[src/rtl/aes_pkg.sv]
// Shared definitions for the AES-128 iterative core control path.
//   state_e   : sequencer states (IDLE, RUN, DONE), 2-bit encoding
//   RND_W     : width of the round-key index
//   NR_AES128 : round count for AES-128
package aes_pkg;

    typedef enum logic [1:0] {
        IDLE = 2'd0,
        RUN  = 2'd1,
        DONE = 2'd2
    } state_e;

    localparam int RND_W     = 4;
    localparam int NR_AES128 = 10;

endpackage

[src/rtl/aes_round_ctrl.sv]
// Round sequencer for the iterative AES-128 encryption core.
// Accepts one block per input handshake, pulses the datapath load for the
// initial AddRoundKey, steps the shared round datapath through rounds 1..NR
// (last-round path on round NR) and holds a completion handshake until the
// consumer takes the ciphertext. Owns no data; drives strobes and key index.
//
// Ports:
//   clk        in   system clock, rising edge
//   rst_n      in   asynchronous active-low reset
//   SOFT_CLR   in   synchronous abort back to IDLE (priority over handshakes)
//   IN_VALID   in   plaintext block and key presented
//   IN_READY   out  controller can accept a block
//   OUT_VALID  out  state register holds the ciphertext
//   OUT_READY  in   consumer accepts the ciphertext
//   DP_LOAD    out  state register captures IN_DATA ^ round key 0
//   DP_EN      out  state register captures the round datapath output
//   DP_LAST    out  selects the last-round path (no MixColumns)
//   RND_IDX    out  round-key index to the key schedule
//   BUSY       out  controller is in RUN or DONE
//   BLK_CNT    out  completed-block count, wraps modulo 2^CNT_W
module aes_round_ctrl
    import aes_pkg::*;
#(
    parameter int NR        = NR_AES128,
    parameter int ROUND_LAT = 1,
    parameter int CNT_W     = 16
) (
    input  logic             clk,
    input  logic             rst_n,
    input  logic             SOFT_CLR,
    input  logic             IN_VALID,
    output logic             IN_READY,
    output logic             OUT_VALID,
    input  logic             OUT_READY,
    output logic             DP_LOAD,
    output logic             DP_EN,
    output logic             DP_LAST,
    output logic [RND_W-1:0] RND_IDX,
    output logic             BUSY,
    output logic [CNT_W-1:0] BLK_CNT
);

    // Latency counter only needs to reach ROUND_LAT-1; keep at least 1 bit.
    localparam int LAT_W = (ROUND_LAT > 1) ? $clog2(ROUND_LAT) : 1;

    state_e             state_q, state_d;
    logic [RND_W-1:0]   rnd_q, rnd_d;
    logic [LAT_W-1:0]   lat_q, lat_d;
    logic [CNT_W-1:0]   cnt_q, cnt_d;

    logic round_end;
    logic last_round;

    assign round_end  = (lat_q == LAT_W'(ROUND_LAT - 1));
    assign last_round = (rnd_q == RND_W'(NR));

    always_ff @(posedge clk or negedge rst_n) begin
        if (!rst_n) begin
            state_q <= IDLE;
            rnd_q   <= '0;
            lat_q   <= '0;
            cnt_q   <= '0;
        end else begin
            state_q <= state_d;
            rnd_q   <= rnd_d;
            lat_q   <= lat_d;
            cnt_q   <= cnt_d;
        end
    end

    always_comb begin
        state_d = state_q;
        rnd_d   = rnd_q;
        lat_d   = lat_q;
        cnt_d   = cnt_q;
        if (SOFT_CLR) begin
            state_d = IDLE;
            rnd_d   = '0;
            lat_d   = '0;
        end else begin
            case (state_q)
                IDLE: begin
                    if (IN_VALID) begin
                        state_d = RUN;
                        rnd_d   = RND_W'(1);
                        lat_d   = '0;
                    end
                end
                RUN: begin
                    if (round_end) begin
                        if (last_round) begin
                            // RND_IDX keeps NR through DONE.
                            state_d = DONE;
                        end else begin
                            rnd_d = rnd_q + RND_W'(1);
                            lat_d = '0;
                        end
                    end else begin
                        lat_d = lat_q + LAT_W'(1);
                    end
                end
                DONE: begin
                    // Return to IDLE rather than accepting directly, so a new
                    // block is taken no earlier than the following cycle.
                    if (OUT_READY) begin
                        state_d = IDLE;
                        rnd_d   = '0;
                        cnt_d   = cnt_q + CNT_W'(1);
                    end
                end
                default: state_d = IDLE;
            endcase
        end
    end

    // IN_READY is gated with rst_n so it is low for the whole reset window,
    // not just after the first edge.
    assign IN_READY  = (state_q == IDLE) && rst_n;
    assign DP_LOAD   = IN_READY && IN_VALID && !SOFT_CLR;
    assign DP_EN     = (state_q == RUN) && round_end;
    assign DP_LAST   = (state_q == RUN) && last_round;
    assign OUT_VALID = (state_q == DONE);
    assign BUSY      = (state_q == RUN) || (state_q == DONE);
    assign RND_IDX   = rnd_q;
    assign BLK_CNT   = cnt_q;

endmodule

[config.mk]
export PLATFORM = sky130hd
export DESIGN_NAME = aes_round_ctrl
export DESIGN_NICKNAME = d
export VERILOG_FILES = /design/src/rtl/aes_pkg.sv /design/src/rtl/aes_round_ctrl.sv
export SDC_FILE = /design/constraint.sdc
export NUM_CORES = 1
export LEC_CHECK = 0
export BUFFER_PORTS_ARGS = -buffer_cell sky130_fd_sc_hd__buf_4
export CAP_MARGIN = 20
export CORE_AREA = 4 4 50 56
export CTS_CLUSTER_SIZE = 24
export DETAILED_ROUTE_END_ITERATION = 8
export DIE_AREA = 0 0 54 60
export PLACE_DENSITY = 0.8
export SYNTH_ARGS = -nofsm -noshare
export SYNTH_HDL_FRONTEND = slang
export SYNTH_SLANG_ARGS = --single-unit
[constraint.sdc]
create_clock -name clk -period 4 [get_ports clk]
set_clock_uncertainty 0.15 [all_clocks]
set_input_delay 0.2 -clock clk [delete_from_list [all_inputs] [get_ports clk]]
set_output_delay 0.2 -clock clk [all_outputs]
set_load 0.02 [all_outputs]
==> flow_metrics.tcl <==
set metrics [dict create \
    dp.cells 169 \
    overflow 0 \
    pwr_density_cell_mw_per_mm2 287.0 \
    rsz0062_at_grt "no" \
    finalNetCount 158 \
    ys_ff_latch 22 \
    fillCellCount 181 \
    start_util 0.5370 \
    status "finished clean" \
    die_w_um 54 \
    first_iter_violations 7 \
    grt_first_pass_wirelength_um 4050 \
    cts_tree "yes" \
    numPortBuffers 30 \
    synth_edf_count 0 \
    critical_path_class "reg -> reg" \
    dp_hpwl_um 1852 \
    max_clock_freq_mhz 487.6 \
    worst_path_dominant_cell_family "simple AND/OR/NAND/NOR gates" \
    crit_arrival_ns 2.12 \
    fin_crit_ns 2.051 \
    setup_ws_ns 1.949 \
    slew_headroom 0.7521 \
    cp.depth 6 \
    routabilityCongestion 0.8422 \
    design.core.area_mm2 0.002230 \
    ys_types 35 \
    grt_antenna_before_repair 0 \
    numCtsBuffers 3 \
    first_global_vias 959 \
    drc 0 \
    p_int_uw 316.1 \
    path_cells "inv_1 > ha_1 > or3_4 > a31oi_4 > or4b_1 > o21ai_0" \
    synth_top_area_cell "dfrtp_1" \
    syn_avg_cell_area_um2 10.99 \
    p_total_uw 435.2 \
    sequentialPowerShare 0.532 \
    layout-drive-gt1-share 0.2759 \
    power.switching_uw 119.1 \
    cp_max_fo 9 \
    synth_common_cells "22 x dfrtp_1, 10 x xnor2_1, 8 x nand2_1, 7 x ha_1" \
    max_stage_delay_ns 0.51 \
    vias 916 \
    synth_nets 121 \
    cts-hold-fix-buffers 2 \
    synth_ff_type "dfrtp_1" \
    crit_slowest_cell "or4b_1" \
    track_usage 0.1672 \
    synth.most_common_cell "dfrtp_1" \
    ir_worst_vdd_uv 234.7 \
    grt_max_degree 24 \
    syn_inst 109 \
    synth_top_area_frac 0.4598 \
    combPwrFrac 0.188 \
    dp_slack_ns 1.979 \
    switching_share 0.2736 \
    die_h_um 60 \
    min_period_over_period 0.5127 \
    cts_sinks 22 \
    cp_num_buf_inv 1 \
    rr_worst_depth 6 \
    tightest_slew_ns 0.3691 \
    clk_pin_slew_ns 0.12 \
    synthArstFlopShare 1.000 \
    synth_area_mm2 0.001197 \
    boundaryPins 31 \
    required_ns 4.07 \
    clk_latency_ns 0.31 \
    cts_root_buf "clkbuf_4" \
    firstDrtPassIters 4 \
    drv_cap 0 \
    cts_setup_buffers 0 \
    finalSetupViolCount 0 \
    htreeDepth 1 \
    p_clk_frac 0.281 \
    std_cell_rows 18 \
    min_path_type "in -> reg" \
    syn_to_final_growth_pct 26.65 \
    leakage_nw 0.7676 \
    hold_depth 3 \
    ys_warn_count 0 \
    diodes 0 \
    wl_per_cell_um 13.78 \
    clockBufferDepth 2 \
    endpoint_kind "flop" \
    routed_wl_um 2412 \
    drv_slew 0 \
    fin_util 0.6801 \
    design_area_mm2 0.001516 \
    whs_ns 0.08715 \
    worstSetupStartpointType "flop" \
    placed_area_mm2 0.001460 \
    layout.cells.non_filler 175 \
    ant_nets 0 \
    die_area_mm2 0.003240 \
    synth.top_cells.by_area "dfrtp_1 46%, ha_1 7.3%, xnor2_1 7.3%" \
    seq_area_frac_synth 0.4598 \
    fin_setup_tns_ns 0 \
    post_cts_resized 0 \
    vias_per_cell 5.234 \
    hold_viol_final 0 \
]
==> state kept, by name, indices dropped and copies added, names as in the netlist <==
register	flops
BLK_CNT	16
RND_IDX	4
state_q	2
==> kinds of logic (layout without fill, tap and decap cells) <==
logic type,Yosys count,in the layout,synth area share
AO/OA/AOI/OAI,11,11,0.07315
buffers and inverters,6,42,0.01881
flip-flops,22,22,0.4598
adder cells (fa/ha/maj),7,7,0.07314
XOR/XNOR,15,15,0.1097
multiplexers,2,2,0.01776
AND/OR/NAND/NOR,46,46,0.2477
==> worst reg2reg max path: stages (launching register included) <==
cell     delay, ns
dfrtp_1       0.43
inv_1         0.11
ha_1          0.34
or3_4         0.20
a31oi_4       0.12
or4b_1        0.51
o21ai_0       0.11
==> area by class of cell <==
class	instances	area, um2	area share
Clock buffer	4	36.28	0.02393
Inverter	6	22.52	0.01485
Multi-Input combinational cell	81	624.3	0.4117
Sequential cell	22	550.5	0.3630
Tap cell	30	37.54	0.02475
Timing Repair Buffer	32	245.2	0.1617
==> power by group through the flow <==
stage	combinational [mW]	clock, mW	sequential, mW
after floorplan	0.0471	0	0.238
after global placement	0.0772	0	0.235
after detailed placement	0.0805	0	0.236
after CTS	0.0822	0.126	0.232
after global routing	0.0896	0.134	0.232
final	0.0816	0.122	0.231
==> routing by layer <==
layer,up-vias,wire [um],GRT usage
met4,0,20,0.06050
met3,2,107,0.03242
li1,454,-,-
met1,440,1028,0.2048
met5,-,0,0
met2,20,1255,0.2872
==> layout by cell type, fill, tap and decap left out, types with 3 or more instances in the layout <==
cell	netlist	final
ha_1	7	7
dfrtp_1	22	22
nand3_1	6	6
clkbuf_4	0	3
buf_4	0	30
nor2_1	6	6
nand2_1	8	8
xor2_1	5	5
nand2b_1	3	3
and3_1	3	3
xnor2_1	10	10
inv_1	6	6
==> final timing paths <==
path                                  start          end  slack [ns]
worst min register to register  BLK_CNT[15]  BLK_CNT[15]        0.33
worst max-delay path             state_q[1]   RND_IDX[1]        1.95
max in group asynchronous             rst_n  BLK_CNT[12]        3.31
worst min-delay path              OUT_READY   BLK_CNT[0]        0.09
worst max register to register   state_q[1]   RND_IDX[1]        1.95
min in group asynchronous             rst_n   state_q[1]        0.16
No activity file was read; power rests on OpenSTA's default activity.
